$ cat src/rtl/display_tx_streamer.sv
// display_tx_streamer: streams the ASCII display word, CR first then chars MSB-first, over a valid/ready byte link.
// Optional periodic resend of an unchanged display when DISPLAY_STREAM_REFRESH_EN is defined.
module display_tx_streamer #(
    parameter int unsigned NUM_CHARS = 5,
    parameter logic [7:0]  LEAD_CHAR = 8'h0D
) (
    input  logic                   clk,
    input  logic                   reset,
    input  logic [NUM_CHARS*8-1:0] display,
    input  logic                   send_req,
    input  logic                   tx_ready,
    output logic                   tx_valid,
    output logic [7:0]             tx_data,
    output logic                   busy,
    output logic                   frame_done
);
    localparam int unsigned      IDX_W    = (NUM_CHARS > 1) ? $clog2(NUM_CHARS) : 1;
    localparam logic [IDX_W-1:0] LAST_IDX = IDX_W'(NUM_CHARS - 1);

    typedef enum logic [1:0] {IDLE, SEND_LEAD, SEND_CHARS} state_t;

    state_t                 state_q, state_d;
    logic [NUM_CHARS*8-1:0] snapshot_q, snapshot_d;
    logic [NUM_CHARS*8-1:0] last_sent_q, last_sent_d;
    logic                   force_q, force_d;
    logic [IDX_W-1:0]       idx_q, idx_d;
    logic                   tx_valid_d, busy_d, frame_done_d;
    logic [7:0]             tx_data_d;
    logic                   xfer, start, refresh_hit;

    // Char 0 lives in the most significant byte of the word.
    function automatic logic [7:0] char_at(input logic [NUM_CHARS*8-1:0] word,
                                           input logic [IDX_W-1:0]       i);
        logic [7:0] c;
        c = '0;
        for (int unsigned k = 0; k < NUM_CHARS; k++) begin
            if (i == IDX_W'(k)) c = word[(NUM_CHARS-1-k)*8 +: 8];
        end
        return c;
    endfunction

    assign xfer  = tx_valid && tx_ready;
    assign start = (state_q == IDLE) && (force_q || send_req || (display != last_sent_q));

`ifdef DISPLAY_STREAM_REFRESH_EN
    localparam logic [23:0] REFRESH_PERIOD = 24'd10_000_000;
    logic [23:0] refresh_cnt;

    assign refresh_hit = (state_q == IDLE) && (refresh_cnt == REFRESH_PERIOD);

    always_ff @(posedge clk or negedge reset) begin
        if (!reset) begin
            refresh_cnt <= '0;
        end else if (state_q == IDLE) begin
            if (start || refresh_hit) refresh_cnt <= '0;
            else                      refresh_cnt <= refresh_cnt + 24'd1;
        end
    end
`else
    assign refresh_hit = 1'b0;
`endif

    always_comb begin
        state_d      = state_q;
        snapshot_d   = snapshot_q;
        last_sent_d  = last_sent_q;
        force_d      = force_q;
        idx_d        = idx_q;
        tx_valid_d   = tx_valid;
        tx_data_d    = tx_data;
        busy_d       = busy;
        frame_done_d = 1'b0;

        case (state_q)
            IDLE: begin
                if (start) begin
                    state_d     = SEND_LEAD;
                    snapshot_d  = display;
                    last_sent_d = display;
                    force_d     = 1'b0;
                    idx_d       = '0;
                    tx_valid_d  = 1'b1;
                    tx_data_d   = LEAD_CHAR;
                    busy_d      = 1'b1;
                end else if (refresh_hit) begin
                    force_d = 1'b1;
                end
            end
            SEND_LEAD: begin
                if (send_req) force_d = 1'b1;
                if (xfer) begin
                    state_d   = SEND_CHARS;
                    idx_d     = '0;
                    tx_data_d = char_at(snapshot_q, '0);
                end
            end
            SEND_CHARS: begin
                if (send_req) force_d = 1'b1;
                if (xfer) begin
                    if (idx_q == LAST_IDX) begin
                        state_d      = IDLE;
                        tx_valid_d   = 1'b0;
                        busy_d       = 1'b0;
                        frame_done_d = 1'b1;
                    end else begin
                        idx_d     = idx_q + IDX_W'(1);
                        tx_data_d = char_at(snapshot_q, idx_d);
                    end
                end
            end
            default: state_d = IDLE;
        endcase
    end

    always_ff @(posedge clk or negedge reset) begin
        if (!reset) begin
            state_q     <= IDLE;
            snapshot_q  <= '0;
            last_sent_q <= '0;
            force_q     <= 1'b1;
            idx_q       <= '0;
            tx_valid    <= 1'b0;
            tx_data     <= 8'h00;
            busy        <= 1'b0;
            frame_done  <= 1'b0;
        end else begin
            state_q     <= state_d;
            snapshot_q  <= snapshot_d;
            last_sent_q <= last_sent_d;
            force_q     <= force_d;
            idx_q       <= idx_d;
            tx_valid    <= tx_valid_d;
            tx_data     <= tx_data_d;
            busy        <= busy_d;
            frame_done  <= frame_done_d;
        end
    end

endmodule
$ cat config.mk
export PLATFORM = sky130hd
export DESIGN_NAME = display_tx_streamer
export DESIGN_NICKNAME = d
export VERILOG_FILES = /design/src/rtl/display_tx_streamer.sv
export SDC_FILE = /design/constraint.sdc
export NUM_CORES = 1
export LEC_CHECK = 0
export ABC_AREA = 1
export CAP_MARGIN = 25
export CORE_MARGIN = 5
export CORE_UTILIZATION = 30
export CTS_CLUSTER_DIAMETER = 40
export DETAILED_ROUTE_END_ITERATION = 7
export PLACE_DENSITY = 0.51
export SLEW_MARGIN = 5
export SYNTH_ARGS = -nofsm -noshare
export SYNTH_HDL_FRONTEND = slang
export SYNTH_SLANG_ARGS = --single-unit
$ cat constraint.sdc
create_clock -name clk -period 3.5 [get_ports clk]
set_clock_uncertainty 0.15 [all_clocks]
set_input_delay 0.7 -clock clk [delete_from_list [all_inputs] [get_ports clk]]
set_output_delay 0.7 -clock clk [all_outputs]
set_load 0.02 [all_outputs]
### Word-level counts from Yosys, hierarchy flattened

Cells that the tools add are included.

* add/subtract/negate cells: 1
* eq/ne operators: 14
* multiplexer cells: 30
* reduce and logical (&&, ||, !) cells: 15

Operators with widths (number)
* $mux W8: 9
* $ne A40 B40 Y1: 1
* $pmux W8 S3: 1
* $mux W3: 4
* $ne A2 B2 Y1 const B: 5
* $pmux W3 S3: 1
* $mux W1: 8
* $mux W2: 4
* $reduce_and A4 Y1: 2
* $eq A3 B2 Y1 const B: 2
* $eq A3 B3 Y1 const B: 2
* $pmux W2 S3: 1
* $reduce_and A5 Y1: 1
* $pmux W1 S2: 2
* $reduce_bool A2 Y1: 2
* $add A3 B1 Y3 const B: 1
* $eq A3 B1 Y1 const B: 1
* $logic_not A3 Y1: 1
* $reduce_and A3 Y1: 1
* $reduce_bool A3 Y1: 1
* $eq A2 B1 Y1 const B: 1
* $eq A2 B2 Y1 const B: 1
* $logic_and A1 B1 Y1: 2
* $logic_not A2 Y1: 1
* 4 further kinds: 5

* flip-flop bits (word level): 56
* input bits: 44
* output and inout bits: 11
* logic and storage cells: 67

### Logic depth before layout (Yosys ltp)

Gate-level depths: netlist (run 1).

* word-level depth: 10
* depth in mapped cells: 14
* depth with buffers taken out: 13

### Worst setup path after synthesis (run 1)

OpenSTA, ideal clock, no wires.

* path type: input-to-reg
* start point: input display[33]
* end point: register last_sent_q[10]
* setup time: 0.123 ns
* arrival time: 1.735 ns
* data required time: 3.227 ns
* setup slack: 1.492 ns
* stages: 12
* path buffers: 1
* cell sequence: inv_1 > nand2_1 > nand2_1 > nor2_1 > nand2_1 > nor2_1 > nand2_1 > nor2_4 > nand2_4 > nand2_4 > buf_2 > o21ai_2

* word-level cells in the longest chain between the ends: 4

RTL lines
* start, declared: RTL line 9 `input logic [NUM_CHARS*8-1:0] display,`
* $ne A40 B40 Y1: RTL line 43 `assign start = (state_q == IDLE) && (force_q || send_req || (display != last_sent_q));`
* $logic_or A1 B1 Y1: RTL line 43
* $logic_and A1 B1 Y1: RTL line 43
* $reduce_and A2 Y1 (no line)
* end signal, assigned: RTL line 129 `last_sent_q <= last_sent_d;`
* end, declared: RTL line 24 `logic [NUM_CHARS*8-1:0] last_sent_q, last_sent_d;`

Every way passes these cells.
A chain may end at the register's enable or synchronous reset.

### Final worst setup path (run 1)

* start point: input display[7]
* end point: register last_sent_q[33]

Same word-level chain as after synthesis.

==> flow_results.xml, run 1 <==
<?xml version="1.0" encoding="UTF-8"?>
<metrics>
  <group name="run_status">
    <metric name="run_status" unit="">completed</metric>
  </group>
  <group name="sta">
    <metric name="max_slew.worst_pin.slew" unit="ps">563</metric>
    <metric name="final_hold_viol_count" unit="">0</metric>
    <metric name="final_critical_delay_including_setup_and_external_delays" unit="ps">2690</metric>
    <metric name="slew_headroom" unit="%">62.5</metric>
    <metric name="drv_slew" unit="">0</metric>
    <metric name="finalCritPeriodShare" unit="%">76.8</metric>
    <metric name="timing.final.ws_setup" unit="ps">813</metric>
    <metric name="final_setup_viols" unit="">0</metric>
    <metric name="rsz0062_at_grt" unit="">false</metric>
    <metric name="setup_total_negative_slack" unit="ps">0</metric>
    <metric name="timing.fmax" unit="MHz">372</metric>
  </group>
  <group name="logic_synthesis">
    <metric name="ys_types" unit="">31</metric>
    <metric name="synth.ff_latch_count" unit="">56</metric>
    <metric name="ys.warnings.count" unit="">0</metric>
    <metric name="post_synth_design_cell_area" unit="µm²">3840</metric>
    <metric name="mappedNetlistNets" unit="">621</metric>
    <metric name="syn-instance-count" unit="">567</metric>
    <metric name="postSynth.topFlopCell" unit="">dfrtp_1</metric>
    <metric name="ys_seq_area_share" unit="%">36.5</metric>
    <metric name="synth_async_sr_flop_share" unit="%">100</metric>
    <metric name="post_synth.cell_area_avg" unit="µm²">6.77</metric>
    <metric name="synth_edf_count" unit="">0</metric>
  </group>
  <group name="clock_network">
    <metric name="clock_input_transition_at_the_sequential_cells_of_the_worst_setup_and_hold_paths" unit="ps">70</metric>
    <metric name="clock_insertion_delay_worst_skew" unit="ps">300</metric>
    <metric name="clock_path_buffers" unit="">2</metric>
    <metric name="post_cts_resize_count" unit="">0</metric>
    <metric name="clock_tree.root_cell" unit="">clkbuf_16</metric>
    <metric name="cts_tree" unit="">done</metric>
    <metric name="cts_hold_buf" unit="">0</metric>
    <metric name="postCtsSetupRepairBufs" unit="">0</metric>
    <metric name="cts.htree.levels" unit="">2</metric>
    <metric name="num_cts_buffers" unit="">5</metric>
    <metric name="cts_sinks" unit="">56</metric>
  </group>
  <group name="worst_setup_path">
    <metric name="r2r_setup_slack" unit="ps">1030</metric>
    <metric name="critPathMaxStageDelay" unit="ps">470</metric>
    <metric name="cpLargestDelayFamily" unit="">simple AND/OR/NAND/NOR gates</metric>
    <metric name="cp_cell_sequence" unit="">clkdlybuf4s50_1, inv_1, nand2_1, nand2_1, nor2_1, nand2_1, nor2_1, nand2_1, nor2_4, nand2_4, nand2_4, buf_12, nand2_1, o21ai_2</metric>
    <metric name="critical_path_buf_inv_count" unit="">3</metric>
    <metric name="cp-start-kind" unit="">primary input</metric>
    <metric name="required" unit="ps">3580</metric>
    <metric name="reg2reg_to" unit="">tx_data[2]$_DFFE_PN0P_</metric>
    <metric name="regToRegStartpoint" unit="">idx_q[0]$_DFFE_PN0P_</metric>
    <metric name="slowest_stage_cell_on_the_critical_path" unit="">clkdlybuf4s50_1</metric>
    <metric name="r2r.worst_path.cells" unit="">14</metric>
    <metric name="critical_path_class" unit="">primary input to flop</metric>
    <metric name="setup.worst_path.end_class" unit="">flop</metric>
    <metric name="worst-endpoint-arrival" unit="ps">2770</metric>
    <metric name="crit_path_max_fanout" unit="">76</metric>
    <metric name="path_common_cell" unit="">nand2_1</metric>
  </group>
  <group name="floorplan">
    <metric name="floorplan.die.height" unit="µm">123</metric>
    <metric name="start_util" unit="%">30.6</metric>
    <metric name="floorplan.rows" unit="">41</metric>
    <metric name="io_pins" unit="">55</metric>
    <metric name="die_width" unit="µm">123</metric>
    <metric name="core-area" unit="µm²">12600</metric>
    <metric name="design.die.area" unit="µm²">15200</metric>
  </group>
  <group name="power_and_ir_drop">
    <metric name="peakVddDrop" unit="V">0.000376</metric>
    <metric name="power_density" unit="nW/µm²">796</metric>
    <metric name="power.static_leakage" unit="nW">2.42</metric>
  </group>
  <group name="detailed_routing">
    <metric name="detail-route-antenna-nets" unit="">0</metric>
    <metric name="routed_wl" unit="µm">9670</metric>
    <metric name="avgRoutedWirePerCell" unit="µm">12.3</metric>
    <metric name="vias" unit="">3418</metric>
    <metric name="drt_drc_violations_left" unit="">0</metric>
    <metric name="post_drt_via_cell_ratio" unit="">4.35</metric>
    <metric name="drt_iter0_drc" unit="">230</metric>
    <metric name="drt_first_pass_iters" unit="">4</metric>
  </group>
  <group name="final_layout">
    <metric name="fillCellCount" unit="">1378</metric>
    <metric name="flow.area_growth_from_synthesis" unit="%">21.1</metric>
    <metric name="fraction_of_layout_cells_with_a_size_suffix_above_1" unit="%">10.4</metric>
    <metric name="antenna_cells" unit="">0</metric>
    <metric name="multi_input_comb_area" unit="µm²">1910</metric>
    <metric name="sequential_cell_area" unit="µm²">1400</metric>
    <metric name="finish.net_count" unit="">666</metric>
  </group>
  <group name="min_path">
    <metric name="worstHoldPathType" unit="">primary input to asynchronous set/reset pin</metric>
  </group>
  <group name="place">
    <metric name="finalWeightedCongestion" unit="">0.791</metric>
    <metric name="hpwl" unit="µm">7530</metric>
    <metric name="io_buffer_count" unit="">54</metric>
    <metric name="placement.setup.worst_slack" unit="ps">494</metric>
  </group>
  <group name="run">
    <metric name="max-cap-violations" unit="">0</metric>
  </group>
  <group name="global_route">
    <metric name="grt_start_max_net_pins" unit="">77</metric>
    <metric name="grt_use_total" unit="%">13.5</metric>
    <metric name="grt-ovfl-total" unit="">0</metric>
    <metric name="grt_pass1_wl" unit="µm">16000</metric>
    <metric name="number_of_antenna_violations_at_the_first_check_in_global_routing" unit="">0</metric>
    <metric name="grt_pass1_vias" unit="">3334</metric>
  </group>
</metrics>
[where the power goes]
part / internal (mW) / switching, mW
sequential: 0.966 / 0.310
clock: 0.267 / 0.253
combinational: 0.743 / 1.16
[cells in the mapped netlist (all sizes together) (2+ instances only)]
cell type	number	area share (%)
o22ai	2	0.33
clkbuf	7	0.78
nand4	5	0.81
dfrtp	55	36
xnor2	4	0.91
o21ai	68	12
nand2	220	23
nand3	42	5.6
inv	97	9.5
nor2	34	3.5
ha	10	3.3
or2	2	0.33
buf	15	3.3
a21oi	2	0.26
[worst reg2reg max path: cells and delay by family (launching register included)]
family          cells  cell delay, ps
simple gates        9             960
buf+inv             3             470
fa+ha+maj           1             240
flops               1             440
compound gates      1              80
[per-stage QoR]
stage | cells | area (µm²) | util, % | hold WS, ps | total power [mW]
after floorplan | 567 | 3840 | - | 254 | 2.73
final | 785 | 4650 | 37.0 | 234 | 3.70
after global placement | 776 | 4480 | 35.7 | 314 | 3.18
after CTS | 785 | 4650 | 37.0 | 240 | 3.76
after detailed placement | 777 | 4500 | 35.8 | 334 | 3.22
after global routing | 785 | 4650 | 37.0 | 263 | 4.08
[routing by layer]
metal / share of wire (%) / track usage (%) / vias up
li1: - / - / 1815
met1: 50 / 18.7 / 1534
met2: 44 / 21.5 / 59
met3: 4.6 / 2.33 / 10
met4: 1.5 / 3.88 / 0
met5: 0 / 0 / -
[cell usage in the layout (no fill, tap or decap), types with 4 or more instances in the layout]
master / count
inv_1: 95
dfrtp_1: 55
clkdlybuf4s50_1: 53
nand3_1: 41
nand2_2: 10
o21ai_2: 30
nor2_1: 33
nand2_1: 208
o21ai_1: 7
buf_4: 4
ha_1: 10
nand4_1: 5
o21ai_0: 31
clkbuf_16: 5
xnor2_1: 4
[cell families after synthesis]
kind of cell	count (synthesis)	synth area share [%]
fa+ha+maj	10	3.26
flops	56	36.5
compound gates	72	12.4
buf+inv	120	13.7
simple gates	304	33.0
xor+xnor	5	1.14
[sequential cells by signal (all words and copies together) (netlist names)]
signal       count
busy             1
force_q          1
frame_done       1
idx_q            3
last_sent_q     40
state_q          2
tx_data          8
[layout make-up]
type / instances / area share (%)
clock inverter: 3 / 0.511
tap: 172 / 4.63
clock buffer: 5 / 2.69
timing repair buffer: 60 / 13.0
sequential: 56 / 30.2
inverter: 98 / 7.91
multi-input combinational: 391 / 41.1
[worst max-delay path by stage]
stage | depth (start not counted) | slack (ps) | startpoint | endpoint
3_5_place_dp | 14 | 490 | display[6] | force_q$_DFFE_PN1P_
3_3_place_gp | 13 | 530 | display[7] | last_sent_q[39]$_DFFE_PN0P_
4_1_cts | 14 | 810 | display[6] | last_sent_q[33]$_DFFE_PN0P_
2_1_floorplan | 12 | 1490 | display[33] | last_sent_q[10]$_DFFE_PN0P_
6_report | 14 | 810 | display[7] | last_sent_q[33]$_DFFE_PN0P_
5_1_grt | 14 | 570 | display[5] | force_q$_DFFE_PN1P_
Note: power is estimated with default switching activity, not from simulation.
==> run 2: changes to the inputs <==
--- a/config.mk
+++ b/config.mk
@@ -11,7 +11,7 @@
 export CORE_UTILIZATION = 30
 export CTS_CLUSTER_DIAMETER = 40
 export DETAILED_ROUTE_END_ITERATION = 7
-export PLACE_DENSITY = 0.51
+export PLACE_DENSITY = 0.53
 export SLEW_MARGIN = 5
 export SYNTH_ARGS = -nofsm -noshare
 export SYNTH_HDL_FRONTEND = slang
==> constraint.sdc (replaced) <==
create_clock -name clk -period 2.2 [get_ports clk]
set_clock_uncertainty 0.15 [all_clocks]
set_input_delay 0.44 -clock clk [delete_from_list [all_inputs] [get_ports clk]]
set_output_delay 0.44 -clock clk [all_outputs]
set_load 0.02 [all_outputs]
==> flow_results.xml, run 2 (synthesis gave the netlist of run 1 again) <==
<?xml version="1.0" encoding="UTF-8"?>
<metrics>
  <group name="global_route">
    <metric name="grt_start_max_net_pins" unit="">40</metric>
    <metric name="grt_pass1_vias" unit="">3363</metric>
    <metric name="number_of_antenna_violations_at_the_first_check_in_global_routing" unit="">0</metric>
    <metric name="grt_util_met1" unit="%">18.3</metric>
    <metric name="grt.met2_usage" unit="%">21.7</metric>
    <metric name="met3_usage" unit="%">2.29</metric>
    <metric name="grt-ovfl-total" unit="">0</metric>
    <metric name="grt_pass1_wl" unit="µm">16000</metric>
    <metric name="grt_use_total" unit="%">13.3</metric>
    <metric name="grt_most_used_layer" unit="">met2</metric>
  </group>
  <group name="worst_setup_path">
    <metric name="cp-start-kind" unit="">primary input</metric>
    <metric name="critical_path_buf_inv_count" unit="">3</metric>
    <metric name="path_common_cell" unit="">nand2_1</metric>
    <metric name="cpLargestDelayFamily" unit="">simple AND/OR/NAND/NOR gates</metric>
    <metric name="reg2reg_to" unit="">tx_data[5]$_DFFE_PN0P_</metric>
    <metric name="r2r_setup_slack" unit="ps">180</metric>
    <metric name="critical_path_class" unit="">primary input to flop</metric>
    <metric name="required" unit="ps">2270</metric>
    <metric name="regToRegStartpoint" unit="">last_sent_q[38]$_DFFE_PN0P_</metric>
    <metric name="worst-endpoint-arrival" unit="ps">2150</metric>
    <metric name="cp_cell_sequence" unit="">clkdlybuf4s50_1, inv_1, nand2_1, nand2_1, nor2_1, nand2_1, nor2_1, nand2_2, nor2_4, nand3_4, nand3_4, clkbuf_16, nand2_1, o21ai_1</metric>
    <metric name="r2r.worst_path.cells" unit="">13</metric>
    <metric name="crit_path_max_fanout" unit="">5</metric>
    <metric name="slowest_stage_cell_on_the_critical_path" unit="">clkdlybuf4s50_1</metric>
    <metric name="setup.worst_path.end_class" unit="">flop</metric>
    <metric name="critPathMaxStageDelay" unit="ps">450</metric>
  </group>
  <group name="final_layout">
    <metric name="layout.cells.most_common" unit="">nand2_1</metric>
    <metric name="finish.net_count" unit="">706</metric>
    <metric name="top_regs" unit="">last_sent_q: 40 flops, tx_data: 8 flops, idx_q: 3 flops</metric>
    <metric name="antenna_cells" unit="">0</metric>
    <metric name="finalInstanceArea" unit="µm²">5190</metric>
    <metric name="sequential_cell_area" unit="µm²">1410</metric>
    <metric name="register_name_with_the_most_flops" unit="">last_sent_q</metric>
    <metric name="flow.area_growth_from_synthesis" unit="%">35.3</metric>
    <metric name="multi_input_comb_area" unit="µm²">1990</metric>
    <metric name="most-common-layout-cells" unit="">202 x nand2_1, 89 x inv_1, 53 x dfrtp_1</metric>
    <metric name="fillCellCount" unit="">1325</metric>
    <metric name="fraction_of_layout_cells_with_a_size_suffix_above_1" unit="%">19.1</metric>
    <metric name="number_of_flip_flops_under_the_largest_register_name" unit="">40</metric>
  </group>
  <group name="place">
    <metric name="io_buffer_count" unit="">54</metric>
    <metric name="finalWeightedCongestion" unit="">0.866</metric>
    <metric name="hpwl" unit="µm">7640</metric>
    <metric name="placement.cell_area" unit="µm²">4780</metric>
  </group>
  <group name="power_and_ir_drop">
    <metric name="peakVddDrop" unit="V">0.000490</metric>
    <metric name="switching_share" unit="%">44.9</metric>
    <metric name="power_density" unit="nW/µm²">1260</metric>
    <metric name="p_clk_share" unit="%">12.8</metric>
    <metric name="power.static_leakage" unit="nW">2.86</metric>
    <metric name="power.share.sequential" unit="%">31.1</metric>
    <metric name="reported_net_switching_power" unit="mW">2.94</metric>
    <metric name="power.share.combinational" unit="%">56.2</metric>
    <metric name="cellInternalPower" unit="mW">3.60</metric>
    <metric name="design_power_total" unit="mW">6.54</metric>
  </group>
  <group name="run">
    <metric name="max-cap-violations" unit="">0</metric>
  </group>
  <group name="floorplan">
    <metric name="start_util" unit="%">30.6</metric>
    <metric name="io_pins" unit="">55</metric>
    <metric name="core-area" unit="µm²">12600</metric>
    <metric name="floorplan.rows" unit="">41</metric>
    <metric name="die_width" unit="µm">123</metric>
    <metric name="design.die.area" unit="µm²">15200</metric>
    <metric name="floorplan.die.height" unit="µm">123</metric>
  </group>
  <group name="min_path">
    <metric name="hold_crit_start" unit="">display[34]</metric>
    <metric name="timing.hold.worst_path_depth" unit="">3</metric>
    <metric name="worstHoldPathType" unit="">primary input to flop</metric>
    <metric name="timing.hold.worst_endpoint" unit="">last_sent_q[34]$_DFFE_PN0P_</metric>
  </group>
  <group name="sta">
    <metric name="final_setup_viols" unit="">0</metric>
    <metric name="slew_headroom" unit="%">60.5</metric>
    <metric name="final_hold_viol_count" unit="">0</metric>
    <metric name="max_slew.worst_pin.slew" unit="ps">592</metric>
    <metric name="final_critical_delay_including_setup_and_external_delays" unit="ps">2080</metric>
    <metric name="finalCritPeriodShare" unit="%">94.5</metric>
    <metric name="holdWs" unit="ps">287</metric>
    <metric name="drv_slew" unit="">0</metric>
    <metric name="setup_total_negative_slack" unit="ps">0</metric>
    <metric name="timing.fmax" unit="MHz">481</metric>
  </group>
  <group name="detailed_routing">
    <metric name="detail-route-antenna-nets" unit="">0</metric>
    <metric name="drt_iter0_drc" unit="">219</metric>
    <metric name="post_drt_via_cell_ratio" unit="">4.32</metric>
    <metric name="vias" unit="">3568</metric>
    <metric name="drt_first_pass_iters" unit="">4</metric>
    <metric name="drt_drc_violations_left" unit="">0</metric>
    <metric name="routed_wl" unit="µm">10300</metric>
    <metric name="avgRoutedWirePerCell" unit="µm">12.5</metric>
  </group>
  <group name="clock_network">
    <metric name="cts_sinks" unit="">56</metric>
    <metric name="clock_insertion_delay_worst_skew" unit="ps">300</metric>
    <metric name="num_cts_buffers" unit="">5</metric>
    <metric name="clock_path_buffers" unit="">2</metric>
    <metric name="clock_tree.root_cell" unit="">clkbuf_16</metric>
    <metric name="clock_input_transition_at_the_sequential_cells_of_the_worst_setup_and_hold_paths" unit="ps">70</metric>
    <metric name="cts.htree.levels" unit="">2</metric>
    <metric name="cts_tree" unit="">done</metric>
  </group>
  <group name="run_status">
    <metric name="run_status" unit="">completed</metric>
  </group>
</metrics>
==> run 2: metrics by stage <==
step / setup WS [ps] / cells / utilization (%)
CTS: -8.23 / 819 / 39.6
finish: 121 / 825 / 41.3
detailed placement: -531 / 810 / 38.0
floorplan: 356 / 567 / -
global placement: -412 / 810 / 38.0
global route: -8.50 / 825 / 41.3
==> run 2: how the worst max path moves through the flow <==
stage,startpoint,end,slack [ps],depth (start not counted)
2_1_floorplan,idx_q[0]$_DFFE_PN0P_,tx_data[4]$_DFFE_PN0P_,360,14
3_3_place_gp,display[7],state_q[0]$_DFFE_PN0P_,-410,13
3_5_place_dp,display[7],state_q[0]$_DFFE_PN0P_,-530,14
4_1_cts,display[7],last_sent_q[14]$_DFFE_PN0P_,-8,14
5_1_grt,display[13],tx_data[0]$_DFFE_PN0P_,-8,14
6_report,display[13],tx_data[5]$_DFFE_PN0P_,120,14
==> run 2: layout make-up <==
class | instances | area share [%]
clock buffer | 6 | 2.67
tap | 172 | 4.14
inverter | 98 | 7.08
multi-input combinational | 391 | 38.3
timing repair buffer | 100 | 20.5
sequential | 56 | 27.0
clock inverter | 2 | 0.193
==> run 2: timing repair <==
| item | in CTS | in global routing |
|---|---|---|
| setup buffers | 0 | 1 |
| endpoints found under the setup margin | 37 | 55 |
| pin swaps | 2 | 22 |
| gates resized for setup | 9 | 45 |
| endpoints found under the hold margin | 16 | 0 |
| hold buffers | 1 | 0 |
| cloned | 0 | 5 |
==> run 2: layer usage <==
layer,up-vias,share of wire [%]
met5,-,0
met4,0,1.4
met3,11,3.2
met2,60,46
met1,1598,49
li1,1899,-
==> run 2: tightest hold or removal path, cell delays in order <==
cell and delay [ps]:
dlymetal6s2s_1 140, inv_2 70, o21ai_2 50
==> run 2: power by group through the flow <==
stage / Combinational (mW) / Clock (mW) / Sequential, mW
global route: 4.12 / 0.897 / 2.12
CTS: 3.30 / 0.863 / 2.04
finish: 3.67 / 0.834 / 2.03
detailed placement: 3.25 / 0 / 2.05
floorplan: 2.33 / 0 / 2.01
global placement: 3.19 / 0 / 2.04
